===== src/rtl/data_mem_ram.sv =====
// rtl/data_mem_ram.sv - simple dual-port RAM with active-low enables and registered read (DATA_MEM_WR_BYPASS_EN selects write-first)
module data_mem_ram #(
    parameter int DATA_WIDTH = 8,
    parameter int ADDR_WIDTH = 3
) (
    input  logic                  clk,
    input  logic                  reset,
    input  logic                  wr_en,
    input  logic                  rd_en,
    input  logic [ADDR_WIDTH-1:0] wr_addr,
    input  logic [ADDR_WIDTH-1:0] rd_addr,
    input  logic [DATA_WIDTH-1:0] wr_data,
    output logic [DATA_WIDTH-1:0] rd_data,
    output logic                  rd_valid
);

    localparam int DEPTH = 2 ** ADDR_WIDTH;

    logic [DATA_WIDTH-1:0] mem_q [DEPTH];
    logic [DATA_WIDTH-1:0] mem_d [DEPTH];
    logic [DATA_WIDTH-1:0] rd_data_q, rd_data_d;
    logic                  rd_valid_q, rd_valid_d;

    always_comb begin
        mem_d      = mem_q;
        rd_data_d  = rd_data_q;
        rd_valid_d = 1'b0;
        if (!wr_en) begin
            mem_d[wr_addr] = wr_data;
        end
        // Read samples the pre-write array, so a same-address collision returns old data.
        if (!rd_en) begin
            rd_valid_d = 1'b1;
            rd_data_d  = mem_q[rd_addr];
`ifdef DATA_MEM_WR_BYPASS_EN
            if (!wr_en && (wr_addr == rd_addr)) begin
                rd_data_d = wr_data;
            end
`endif
        end
    end

    always_ff @(posedge clk or negedge reset) begin
        if (!reset) begin
            for (int i = 0; i < DEPTH; i++) begin
                mem_q[i] <= '0;
            end
            rd_data_q  <= '0;
            rd_valid_q <= 1'b0;
        end else begin
            mem_q      <= mem_d;
            rd_data_q  <= rd_data_d;
            rd_valid_q <= rd_valid_d;
        end
    end

    assign rd_data  = rd_data_q;
    assign rd_valid = rd_valid_q;

endmodule


===== config.mk =====
export PLATFORM = sky130hd
export DESIGN_NAME = data_mem_ram
export DESIGN_NICKNAME = d
export VERILOG_FILES = /design/src/rtl/data_mem_ram.sv
export SDC_FILE = /design/constraint.sdc
export NUM_CORES = 1
export LEC_CHECK = 0
export BUFFER_PORTS_ARGS = -buffer_cell sky130_fd_sc_hd__clkbuf_2
export CAP_MARGIN = 15
export CORE_MARGIN = 2
export CORE_UTILIZATION = 25
export DETAILED_ROUTE_END_ITERATION = 8
export HOLD_SLACK_MARGIN = 0.05
export PLACE_DENSITY_LB_ADDON = 0.08
export SLEW_MARGIN = 20
export SYNTH_ARGS = -nofsm -noshare
export SYNTH_HDL_FRONTEND = slang
export SYNTH_SLANG_ARGS = --single-unit

===== constraint.sdc =====
create_clock -name clk -period 1 [get_ports clk]
set_input_delay 0.05 -clock clk [delete_from_list [all_inputs] [get_ports clk]]
set_output_delay 0.05 -clock clk [all_outputs]
set_load 0.01 [all_outputs]

==> flow_summary.toml, run 1 <==
[run_status]
status = "finished, violations left"
violations = "negative setup slack"

[cts]
cts-buffers-inserted = 9
htree_levels = 3
clock_latency_ns = 0.34
clock_sinks = 73
cts_buffer_depth = 2
clock-root-buffer = "clkbuf_16"
path_clk_slew_ns = 0.06
cts_tree = "built"

[sta]
finalCriticalPeriod_ns = 1.043
hold_violations = 0
fmax_mhz = 958.6
finalWorstSetupSlack_ns = -0.04324
skew_ns = 0.004416
rsz0062_at_grt = "true"
tightest_slew_ns = 0.6340
drv_slew = 0
setup_viol = 8
fin_crit_sh = 1.043
slew_headroom = 0.5758

[global_routing]
groute.usage.overall = 0.1351
grt_overflow = 0
grt_max_degree = 24
grt_pass1_wl_um = 14100
antenna_found_initial = 0
grt_pass1_vias = 2297

[synthesis]
synth-seq-cells = 73
yosys_warnings = 0
synth_top_cell_by_area = "dfrtp_1"
yosysMostFrequentCell = "dfrtp_1"
synthCells = 229
synthTopCellsByCount = "dfrtp_1 (73), mux2_2 (72), mux2i_1 (16)"
ys_seq_area_frac = 0.5436
netlist.area_leader.share = 0.5436
synth-async-reset-ratio = 1.000
synth_area_leaders = "dfrtp_1 (54%), mux2_2 (24%), mux2i_1 (4.8%)"
yosys.cell_types.count = 24
mappedNetlistArea_um2 = 3361
syn_nets = 247
syn_area_per_cell_um2 = 14.68
synth_edf_count = 0
ys.flop_type = "dfrtp_1"

[power_and_ir_drop]
vdd_ir_drop_max_v = 0.0009298
power_per_cell_area_nw_per_um2 = 2004
power_leakage_nw = 2.023
totalPowerFinal_mw = 8.973

[drt]
firstDrtPassIters = 4
num_vias = 2069
drt_iter0_drc = 92
drc_errors = 0
via_per_inst = 4.402
ant_nets = 0
routedWlPerCell_um = 18.54
wl_um = 8713

[job]
cap_violations = 0

[critical_path]
path_class = "register to register"
crit_arrival_ns = 1.25
end_kind = "register"
worst_ep_required_time_ns = 1.21
cp_max_fo = 2
cp-start-kind = "register"
cp_num_buf_inv = 0
crit_family = "flip-flops"
crit_path_max_incr_delay_ns = 0.38
worstPathCellList = "mux2_4, o22ai_2, o31ai_1"
cpMaxStageDelayCell = "dfrtp_1"

[layout]
num_antenna_cells = 0
drive_above_1_share = 0.5986
layout.nets = 309
multi_input_area_um2 = 1625
design_area_um2 = 4478
area_growth_syn_to_layout_pct = 33.25
ff_latch_area_um2 = 1827
nFillCells = 1316

[die]
die_h_um = 119.9
initial_core_util = 0.2548
die_x_um = 119.9
io_pins = 27
dieArea_um2 = 14390
core_um2 = 13190
rows = 42

[placed_design]
hpwl_um = 6091
pre_cts_slack_ns = -0.3087
io_buffers = 26
place.gp.congestion = 0.6901
dpl_cell_area_um2 = 4103

[min_path]
worstHoldPathType = "input pin to register"
-- worst paths after layout --
path,start,slack [ns],to,cells past startpoint
hold reg to reg,rd_data[0],0.49,rd_data[0],2
max in group asynchronous,reset,0.41,mem_q[14],3
setup / recovery,mem_q[15],-0.04,rd_data[7],3
min in group asynchronous,reset,0.15,mem_q[36],2
setup reg to reg,mem_q[15],-0.04,rd_data[7],3
hold / removal,wr_data[2],0.08,mem_q[42],2
-- kinds of logic after synthesis --
kind of cell / Yosys count / share of synthesized area
buffers and inverters: 12 / 0.02085
flip-flops: 73 / 0.5436
AND/OR/NAND/NOR: 24 / 0.05734
AO/OA/AOI/OAI: 24 / 0.05361
multiplexers: 96 / 0.3246
-- power by group --
part	switching, mW	internal (mW)	leakage [nW]
logic	0.708	1.17	1.00
registers	0.341	3.59	0.877
clock network	1.21	1.96	0.144
total	2.26	6.71	2.02
-- routing by layer --
metal,up-vias,share of wire,global-route usage
li1,960,-,-
met1,1069,0.47,0.1807
met2,31,0.48,0.2077
met3,9,0.027,0.03470
met4,0,0.015,0.05515
met5,-,0,0
-- layout by cell type, fill, tap and decap left out, types with 8 or more instances in the layout --
master / n
mux2i_1: 14
buf_4: 27
buf_12: 9
mux2_2: 49
a22o_1: 8
dfrtp_1: 73
nand2_1: 9
clkbuf_2: 25
clkbuf_16: 9
mux2_4: 31
-- sequential cells by signal, summed over array words and instances, names as in the netlist --
| name | flops |
|---|---|
| rd_data | 8 |
| rd_valid | 1 |
| mem_q | 64 |
-- metrics by stage --
stage | util | hold WS [ns] | cells | setup TNS (ns)
after floorplan | - | -0.2456 | 229 | -3.611
after CTS | 0.3374 | 0.08076 | 470 | -0.1976
final | 0.3395 | 0.08450 | 470 | -0.1954
after global routing | 0.3395 | 0.09825 | 470 | -0.5336
after detailed placement | 0.3110 | -0.03171 | 454 | -14.56
after global placement | 0.3110 | -0.02811 | 454 | -13.93
-- area by class of cell --
| cell class | instances | share of cell area |
|---|---|---|
| multi-input combinational | 144 | 0.3630 |
| timing repair buffer | 62 | 0.1157 |
| clock buffer | 10 | 0.05337 |
| tap | 176 | 0.04918 |
| sequential | 73 | 0.4079 |
| inverter | 1 | 0.0008382 |
| clock inverter | 4 | 0.01006 |
-- timing repair --
action	CTS	global route
resized for setup	9	6
pin swaps	1	2
hold endpoints to repair	73	0
setup buffers	1	0
hold buffers	1	0
endpoints found under the setup margin	8	8
Note: power is estimated with default switching activity, not from simulation.
==> inputs of run 2 (changes only) <==
--- a/config.mk
+++ b/config.mk
@@ -12,6 +12,7 @@
 export DETAILED_ROUTE_END_ITERATION = 8
 export HOLD_SLACK_MARGIN = 0.05
 export PLACE_DENSITY_LB_ADDON = 0.08
+export REMOVE_ABC_BUFFERS = 1
 export SLEW_MARGIN = 20
 export SYNTH_ARGS = -nofsm -noshare
 export SYNTH_HDL_FRONTEND = slang
==> run 2 against run 1 <==
  * Sequential share of layout area rose by 0.74 points
  * Setup slack worse by 0.0078 ns
  * Wire length fell by 1.2%
  * Via count is essentially flat
  * Clock-buffer cell count increased by 1
  * Total power decreased by 0.63%
  * Register-to-register slack barely moved
  * Sequential power is essentially flat
  * Critical endpoint is now rd_data[6]
  * Hold slack lost 0.0054 ns
  * Cell count unchanged
  * Clock power is 3% higher
  * The flow still finishes with violations (negative setup slack)
  * Maximum frequency is 0.75% lower
==> flow_summary.toml, run 2 (synthesis gave the netlist of run 1 again) <==
[die]
die_h_um = 119.9
initial_core_util = 0.2548
dieArea_um2 = 14390
io_pins = 27
core_um2 = 13190
rows = 42
die_x_um = 119.9

[drt]
wl_met3_um = 285
ant_nets = 0
drc_errors = 0
via_per_inst = 4.406
firstDrtPassIters = 4
drt-met1-wl_um = 4222
top_layer_used = "met4"
wl_um = 8609
wl_met2_um = 3889
routedWlPerCell_um = 18.32
drt_iter0_drc = 80
num_vias = 2071

[cts]
clock-root-buffer = "clkbuf_16"
clock_latency_ns = 0.34
path_clk_slew_ns = 0.06
cts-buffers-inserted = 9
cts_tree = "built"
clock_sinks = 73
cts_buffer_depth = 2
htree_levels = 3

[sta]
fmax_mhz = 951.4
hold_violations = 0
skew_ns = 0.006820
fin_crit_sh = 1.051
setup_viol = 8
finalWorstSetupSlack_ns = -0.05108
finalCriticalPeriod_ns = 1.051
fin_tns_setup_ns = -0.1342
tightest_slew_ns = 0.8460
slew_headroom = 0.4339
drv_slew = 0
rsz0062_at_grt = "true"

[critical_path]
crit_arrival_ns = 1.26
worst_ep_required_time_ns = 1.21
end_kind = "register"
cp_max_fo = 2
crit_path_max_incr_delay_ns = 0.38
cpMaxStageDelayCell = "dfrtp_1"
cp_num_buf_inv = 0
worstPathCellList = "mux2_4, o22ai_4, o31ai_2"
path_class = "register to register"
cp-start-kind = "register"
crit_family = "flip-flops"

[layout]
drive_above_1_share = 0.5986
num_antenna_cells = 0
design_area_um2 = 4398
largest_reg_flops = 64
layout.nets = 307
postLayoutCoreUtil = 0.3334
area_growth_syn_to_layout_pct = 30.86
largest-register = "mem_q"
layout_commonest_cell = "dfrtp_1"
layout_common_cells = "dfrtp_1 (73), mux2_2 (64), buf_4 (27), clkbuf_2 (25)"

[global_routing]
groute.usage.overall = 0.1306
antenna_found_initial = 0
grt_pass1_wl_um = 13520
grt_max_degree = 32
grt_overflow = 0
grt_pass1_vias = 2218

[placed_design]
pre_cts_slack_ns = -0.3966
hpwl_um = 5884
io_buffers = 26
dpl_cell_area_um2 = 3953
place.gp.congestion = 0.6825

[power_and_ir_drop]
power_per_cell_area_nw_per_um2 = 2027
vdd_ir_drop_max_v = 0.0006983
power_leakage_nw = 1.960
totalPowerFinal_mw = 8.916

[job]
cap_violations = 0

[min_path]
worstHoldPathType = "input pin to register"

[run_status]
status = "finished, violations left"
violations = "negative setup slack"
==> run 2: through the flow <==
| stage | cells | hold slack (ns) |
|---|---|---|
| 3_3_place_gp | 449 | -0.08670 |
| 6_report | 470 | 0.07912 |
| 5_1_grt | 470 | 0.07714 |
| 2_1_floorplan | 218 | -0.2456 |
| 4_1_cts | 466 | 0.05802 |
| 3_5_place_dp | 449 | -0.08822 |
==> run 2: repair_timing <==
action | CTS | global route
setup buffers | 0 | 4
endpoints found under the setup margin | 8 | 8
resized for setup | 17 | 4
hold endpoints to repair | 73 | 0
gates cloned | 0 | 0
hold buffers | 1 | 0
pin swaps | 0 | 2
==> run 2: metal layers <==
layer / GRT usage / vias to the layer above
met5: 0 / -
met1: 0.1747 / 1054
met3: 0.03279 / 15
met4: 0.05882 / 0
li1: - / 969
met2: 0.1985 / 33
==> run 2: where the power goes <==
part | switching, mW | internal, mW
combinational | 0.697 | 1.06
clock | 1.27 | 1.99
sequential | 0.314 | 3.59
total | 2.28 | 6.64
==> run 2: final cells by class <==
type	instances	area, µm²
Clock buffer	11	242.7
Clock inverter	5	55.05
Fill cell	1308	8792
Inverter	1	3.754
Multi-Input combinational cell	144	1572
Sequential cell	73	1827
Tap cell	176	220.2
Timing Repair Buffer	60	478.0
==> run 2: worst paths after layout <==
path / start / endpoint / slack (ns) / depth (start not counted)
min in group asynchronous: reset / mem_q[18] / 0.11 / 2
worst min register to register: rd_data[5] / rd_data[5] / 0.50 / 2
max in group asynchronous: reset / mem_q[15] / 0.45 / 3
worst max register to register: mem_q[14] / rd_data[6] / -0.05 / 3
worst min-delay path: wr_data[1] / mem_q[1] / 0.08 / 2
worst max-delay path: mem_q[14] / rd_data[6] / -0.05 / 3
